$ cat src/rtl/serial_line_tx_if.sv
// Frame request, payload and serial line status bundle for serial_line_tx.
// master drives the request/payload side; slave is the transmitter.
interface serial_line_tx_if;
  logic         start;
  logic [15:0]  handshake_i;
  logic [944:0] nums;
  logic [15:0]  handshake_f;
  logic         out;
  logic         trig_out;
  logic         busy;
  logic         done;

  modport master (
    output start, handshake_i, nums, handshake_f,
    input  out, trig_out, busy, done
  );

  modport slave (
    input  start, handshake_i, nums, handshake_f,
    output out, trig_out, busy, done
  );
endinterface

$ cat src/rtl/serial_line_tx.sv
// Sends {handshake_i, nums, handshake_f} MSB first at BIT_CLKS clocks per bit, then N_PAD low bits.
// First bit and trig_out appear one clock after start is taken; start is ignored while busy (no queuing).
module serial_line_tx #(
  parameter int BIT_CLKS = 1000,
  parameter int N_PAD    = 2
) (
  input  logic            clk_in,
  input  logic            rst,
  serial_line_tx_if.slave bus
);
  localparam int         FRAME_BITS = 977;
  localparam logic [15:0] CNT_LAST  = 16'(BIT_CLKS - 1);
  localparam logic [9:0]  BIT_LAST  = 10'(FRAME_BITS - 1);
  localparam logic [9:0]  PAD_LAST  = (N_PAD > 0) ? 10'(N_PAD - 1) : 10'd0;

  typedef enum logic [1:0] {IDLE, SEND, PAD} state_t;

  state_t                state, state_nxt;
  logic [15:0]           cnt, cnt_nxt;
  logic [9:0]            bit_idx, bit_nxt;
  logic [FRAME_BITS-1:0] shreg, shreg_nxt;
  logic                  trig_q, trig_nxt;
  logic                  busy_q, busy_nxt;
  logic                  done_q, done_nxt;
  logic                  wrap;

  assign wrap = (cnt == CNT_LAST);

  always_comb begin
    state_nxt = state;
    cnt_nxt   = cnt;
    bit_nxt   = bit_idx;
    shreg_nxt = shreg;
    trig_nxt  = 1'b0;
    busy_nxt  = busy_q;
    done_nxt  = 1'b0;
    unique case (state)
      IDLE: begin
        busy_nxt = 1'b0;
        if (bus.start) begin
          shreg_nxt = {bus.handshake_i, bus.nums, bus.handshake_f};
          cnt_nxt   = '0;
          bit_nxt   = '0;
          trig_nxt  = 1'b1;
          busy_nxt  = 1'b1;
          state_nxt = SEND;
        end
      end
      SEND: begin
        cnt_nxt = wrap ? 16'd0 : cnt + 16'd1;
        if (wrap) begin
          // The line is the shift register MSB, so the last shift leaves it all zero for PAD/IDLE.
          shreg_nxt = {shreg[FRAME_BITS-2:0], 1'b0};
          if (bit_idx == BIT_LAST) begin
            bit_nxt = '0;
            if (N_PAD == 0) begin
              state_nxt = IDLE;
              busy_nxt  = 1'b0;
              done_nxt  = 1'b1;
            end else begin
              state_nxt = PAD;
            end
          end else begin
            bit_nxt = bit_idx + 10'd1;
          end
        end
      end
      PAD: begin
        cnt_nxt = wrap ? 16'd0 : cnt + 16'd1;
        if (wrap) begin
          if (bit_idx == PAD_LAST) begin
            bit_nxt   = '0;
            state_nxt = IDLE;
            busy_nxt  = 1'b0;
            done_nxt  = 1'b1;
          end else begin
            bit_nxt = bit_idx + 10'd1;
          end
        end
      end
      default: begin
        state_nxt = IDLE;
        busy_nxt  = 1'b0;
      end
    endcase
  end

  always_ff @(posedge clk_in or posedge rst) begin
    if (rst) begin
      state   <= IDLE;
      cnt     <= '0;
      bit_idx <= '0;
      shreg   <= '0;
      trig_q  <= 1'b0;
      busy_q  <= 1'b0;
      done_q  <= 1'b0;
    end else begin
      state   <= state_nxt;
      cnt     <= cnt_nxt;
      bit_idx <= bit_nxt;
      shreg   <= shreg_nxt;
      trig_q  <= trig_nxt;
      busy_q  <= busy_nxt;
      done_q  <= done_nxt;
    end
  end

  assign bus.out      = shreg[FRAME_BITS-1];
  assign bus.trig_out = trig_q;
  assign bus.busy     = busy_q;
  assign bus.done     = done_q;
endmodule

$ cat src/flat_wrapper.sv
// flat-port wrapper written by rule: the top's interface ports become plain ports
module serial_line_tx_flat 
#(
  parameter int BIT_CLKS = 1000,
  parameter int N_PAD    = 2
)
  (clk_in, rst, bus_start, bus_handshake_i, bus_nums, bus_handshake_f, bus_out, bus_trig_out, bus_busy, bus_done);
  serial_line_tx_if bus_i ();
  input  logic clk_in;
  input  logic rst;
  input wire logic [$bits(bus_i.start)-1:0] bus_start;
  input wire logic [$bits(bus_i.handshake_i)-1:0] bus_handshake_i;
  input wire logic [$bits(bus_i.nums)-1:0] bus_nums;
  input wire logic [$bits(bus_i.handshake_f)-1:0] bus_handshake_f;
  output wire logic [$bits(bus_i.out)-1:0] bus_out;
  output wire logic [$bits(bus_i.trig_out)-1:0] bus_trig_out;
  output wire logic [$bits(bus_i.busy)-1:0] bus_busy;
  output wire logic [$bits(bus_i.done)-1:0] bus_done;
  assign bus_i.start = bus_start;
  assign bus_i.handshake_i = bus_handshake_i;
  assign bus_i.nums = bus_nums;
  assign bus_i.handshake_f = bus_handshake_f;
  assign bus_out = bus_i.out;
  assign bus_trig_out = bus_i.trig_out;
  assign bus_busy = bus_i.busy;
  assign bus_done = bus_i.done;
  serial_line_tx #(.BIT_CLKS(BIT_CLKS), .N_PAD(N_PAD)) u_core (.clk_in(clk_in), .rst(rst), .bus(bus_i));
endmodule
$ cat config.mk
export PLATFORM = sky130hd
export DESIGN_NAME = serial_line_tx_flat
export DESIGN_NICKNAME = d
export VERILOG_FILES = /design/src/rtl/serial_line_tx_if.sv /design/src/rtl/serial_line_tx.sv /design/src/flat_wrapper.sv
export SDC_FILE = /design/constraint.sdc
export NUM_CORES = 2
export LEC_CHECK = 0
export ABC_AREA = 1
export CORE_MARGIN = 10
export CORE_UTILIZATION = 30
export CTS_CLUSTER_DIAMETER = 120
export CTS_CLUSTER_SIZE = 40
export DETAILED_ROUTE_END_ITERATION = 10
export GPL_ROUTABILITY_DRIVEN = 0
export HOLD_SLACK_MARGIN = 0.12
export SYNTH_ARGS = -nofsm -noshare
export SYNTH_HDL_FRONTEND = slang
export SYNTH_SLANG_ARGS = --single-unit
$ cat constraint.sdc
create_clock -name clk_in -period 79.8 [get_ports clk_in]
set_input_delay 11.97 -clock clk_in [delete_from_list [all_inputs] [get_ports clk_in]]
set_output_delay 11.97 -clock clk_in [all_outputs]
set_load 0.02 [all_outputs]
==> metrics.log <==
INFO  metric run_status = complete, no violations
INFO  metric cts_hold_repair.buffers = 0
INFO  metric finClkSkew = around 0.064 ns
INFO  metric setup-violations-final = 0
INFO  metric max_clock_freq = slightly below 0.06 GHz
INFO  metric worst_r2r_path_depth = 12
INFO  metric power_per_cell_area = approximately 34 nW/µm²
INFO  metric postLayoutSetupSlackWorst = 62.59 ns
INFO  metric remaining_drc_errors = 0
INFO  metric detail_route.iter0.violations = between 3000 and 4000
INFO  metric globalRouteMet2Util = 29.1%
INFO  metric synth.yosys.warnings = 0
INFO  metric unrepaired_setup_endpoints_after_global_routing = no
INFO  metric grt_use_met3 = 2.73%
INFO  metric antenna_found_initial = 48
INFO  metric start_kind = input port
INFO  metric power_leakage = 34.8 nW
INFO  metric synthCells = 7588
INFO  metric grt_busiest_layer = met2
INFO  metric postSynthAreaPerCell = ~6.7 µm²
INFO  metric timing.setup.tns = 0 ns
INFO  metric cts-root-to-sink-buffers = 3
INFO  metric grt_usage = between 10% and 20%
INFO  metric groute.layer.met1.usage = between 20% and 30%
INFO  metric die_y_extent = roughly 430 µm
INFO  metric crit-reg2reg-launch = u_core.state[1]$_DFFE_PP0P_
INFO  metric core = 168000 µm²
INFO  metric timing_worst_slew_pin_value = 1.14 ns
INFO  metric detail_route.wl_per_cell = ~16 µm
INFO  metric relSlewSlack = 23.9%
INFO  metric hold_violation_count_in_the_final_report = 0
INFO  metric io-pin-count = 984
INFO  metric cap_viol_max_count = 0
INFO  metric netlist.area_leader.share = between 40% and 50%
INFO  metric placement_rows = 150
INFO  metric worst_ep_arrival_time = 17.76 ns
INFO  metric worst-setup-path-type = in2reg
INFO  metric portBuffers = 983
INFO  metric reg2reg_to = u_core.shreg[400]$_DFFE_PP0P_
INFO  metric detailedPlace.worstSlack = just over 60 ns
INFO  metric mostFrequentLayoutCell = sky130_fd_sc_hd__nand2_1
INFO  metric grt_pass1_wl = 265000 µm
INFO  metric path_max_fanout = 138
INFO  metric vias = 47200
INFO  metric yosysTopAreaCell = sky130_fd_sc_hd__dfrtp_1
INFO  metric cts.reportedPaths.clkPinSlew = 0.10 ns
INFO  metric tritoncts_num_sinks = 1008
INFO  metric ys_top_cells_by_area = sky130_fd_sc_hd__dfrtp_1, sky130_fd_sc_hd__nand2_1, sky130_fd_sc_hd__buf_2
INFO  metric timing.hold.worst.class = reg2reg
INFO  metric numCtsBuffers = 38
INFO  metric sequential_to_total_area_share_from_yosys_stat = 49.7%
INFO  metric syn-num-nets = 8576
INFO  metric clock-root-buffer = sky130_fd_sc_hd__clkbuf_16
INFO  metric tritoncts = built
INFO  metric largest_net_degree_at_the_start_of_global_routing = 222
INFO  metric vdd_ir_drop_max = 32.6 µV
INFO  metric initial_cell_density_of_the_core = a little over 30%
INFO  metric route.final.wire_length = 171000 µm
INFO  metric holdWs = 0.492 ns
INFO  metric ant_nets = 0
INFO  metric first_global_vias = 45600
INFO  metric die_width = 431 µm
INFO  metric hold_end = u_core.shreg[209]$_DFFE_PP0P_
INFO  metric setup.reg_to_reg.worst_slack = 72.59 ns
INFO  metric worst_min_path_start = u_core.shreg[209]$_DFFE_PP0P_
INFO  metric place.detailed.hpwl = 116000 µm
INFO  metric final_util = 37.6%
INFO  metric cts.htree.levels = 2
INFO  metric vias_per_cell = 4.50
INFO  metric drv_slew = 0
INFO  metric final_net_count = ~9200
INFO  metric post_cts.resized_instances = 0
INFO  metric timing.hold.worst_path_depth = 2
INFO  metric layout.cells.most_common_list = sky130_fd_sc_hd__nand2_1, sky130_fd_sc_hd__dfrtp_1, sky130_fd_sc_hd__clkdlybuf4s50_1
INFO  metric first_pass_iters = 5
INFO  metric critPathCaptureType = flip-flop
INFO  metric post-cts-setup-buffers = 0
INFO  metric yosys_register_bits = 1008
INFO  metric min_period_over_period = 21.6%
INFO  metric synth_cell_types = 25
INFO  metric finalWorstPathRequiredPeriod = 17.21 ns
INFO  metric grt_overflow_total = 0
INFO  metric cp_data_required_time = 80.35 ns
INFO  metric synthToLayoutAreaGrowth = 24.4%
INFO  metric drive_above_1_share = 1.43%
INFO  metric insertion_delay = 0.66 ns
INFO  metric floorplan.die_area = 186000 µm²
INFO  metric synth_area = 50700 µm²
## worst max path at each step
stage	startpoint	endpoint	cells past startpoint
2_1_floorplan	rst	u_core.bit_idx[0]$_DFFE_PP0P_	1
3_3_place_gp	bus_start	u_core.shreg[400]$_DFFE_PP0P_	11
3_5_place_dp	bus_start	u_core.shreg[293]$_DFFE_PP0P_	11
4_1_cts	bus_start	u_core.shreg[400]$_DFFE_PP0P_	11
5_1_grt	bus_start	u_core.shreg[62]$_DFFE_PP0P_	11
6_report	bus_start	u_core.shreg[400]$_DFFE_PP0P_	11
## cell families (layout without fill, tap and decap cells)
logic type	count (synthesis)	in the layout	share of synthesized area [%]
xor+xnor	9	9	0.155
other cells	0	41	0
buf+inv	489	1144	4.71
fa+ha+maj	8	8	0.197
compound gates	21	21	0.220
simple gates	6053	6053	45.0
flops	1008	1008	49.7
## routing by layer
metal / part of all wire (%) / up-vias
li1: - / 23800
met1: 43 / 22000
met2: 49 / 1214
met3: 5.4 / 174
met4: 2.7 / 14
met5: 0.050 / -
## layout make-up
class                           instances  area (µm²)
Antenna cell                           41         103
Clock buffer                           44        1060
Clock inverter                         20         334
Fill cell                           17800      105000
Inverter                               49         206
Multi-Input combinational cell       6091       23100
Sequential cell                      1008       25200
Tap cell                             2204        2760
Timing Repair Buffer                 1031       10300
## worst max-delay path, cell delays in order
cell,delay (ns)
sky130_fd_sc_hd__clkdlybuf4s50_1,0.47
sky130_fd_sc_hd__nand2_1,0.10
sky130_fd_sc_hd__o21ai_1,0.15
sky130_fd_sc_hd__nand2_4,0.41
sky130_fd_sc_hd__inv_8,0.76
sky130_fd_sc_hd__buf_4,0.80
sky130_fd_sc_hd__buf_4,0.92
sky130_fd_sc_hd__buf_4,0.87
sky130_fd_sc_hd__buf_4,0.77
sky130_fd_sc_hd__nand2_1,0.12
sky130_fd_sc_hd__nand2_1,0.09
## metrics by stage
stage / instance area (µm²) / power (mW) / std cells
4_1_cts: 63000 / 2.16 / 10400
3_5_place_dp: 61600 / 1.86 / 10400
3_3_place_gp: 61600 / 1.83 / 10400
5_1_grt: 63100 / 2.35 / 10500
2_1_floorplan: 50700 / 1.61 / 7588
6_report: 63100 / 2.13 / 10500
## synthesized netlist by cell type
cell type and n:
sky130_fd_sc_hd__ha_1 8, sky130_fd_sc_hd__buf_6 36, sky130_fd_sc_hd__clkinv_1 1, sky130_fd_sc_hd__a21oi_1 2, sky130_fd_sc_hd__o2111ai_1 1, sky130_fd_sc_hd__xnor2_1 1, sky130_fd_sc_hd__buf_4 20, sky130_fd_sc_hd__nand3_1 39
sky130_fd_sc_hd__nor2_1 41, sky130_fd_sc_hd__nand3b_1 1, sky130_fd_sc_hd__nor3_1 4, sky130_fd_sc_hd__clkbuf_1 196, sky130_fd_sc_hd__nand4_1 12, sky130_fd_sc_hd__nor2_2 1, sky130_fd_sc_hd__nor3b_1 1, sky130_fd_sc_hd__o21ai_1 2
sky130_fd_sc_hd__nand2_1 5954, sky130_fd_sc_hd__o211ai_1 1, sky130_fd_sc_hd__buf_2 167, sky130_fd_sc_hd__dfrtp_1 1008, sky130_fd_sc_hd__xor2_1 8, sky130_fd_sc_hd__inv_2 3, sky130_fd_sc_hd__inv_1 45, sky130_fd_sc_hd__buf_1 21
sky130_fd_sc_hd__o21ai_0 15
## power breakdown
group	internal (mW)	leakage (nW)	switching [mW]
sequential	0.744	12.7	0.122
clock	0.105	0.661	0.186
combinational	0.312	21.4	0.662
## state kept, by name, summed over array words and instances, names as in the netlist
register	count
u_core.bus.busy	1
u_core.state	2
u_core.bit_idx	10
u_core.cnt	16
u_core.bus.trig_out	1
u_core.shreg	977
u_core.bus.done	1
No activity file was read; power rests on OpenSTA's default activity.
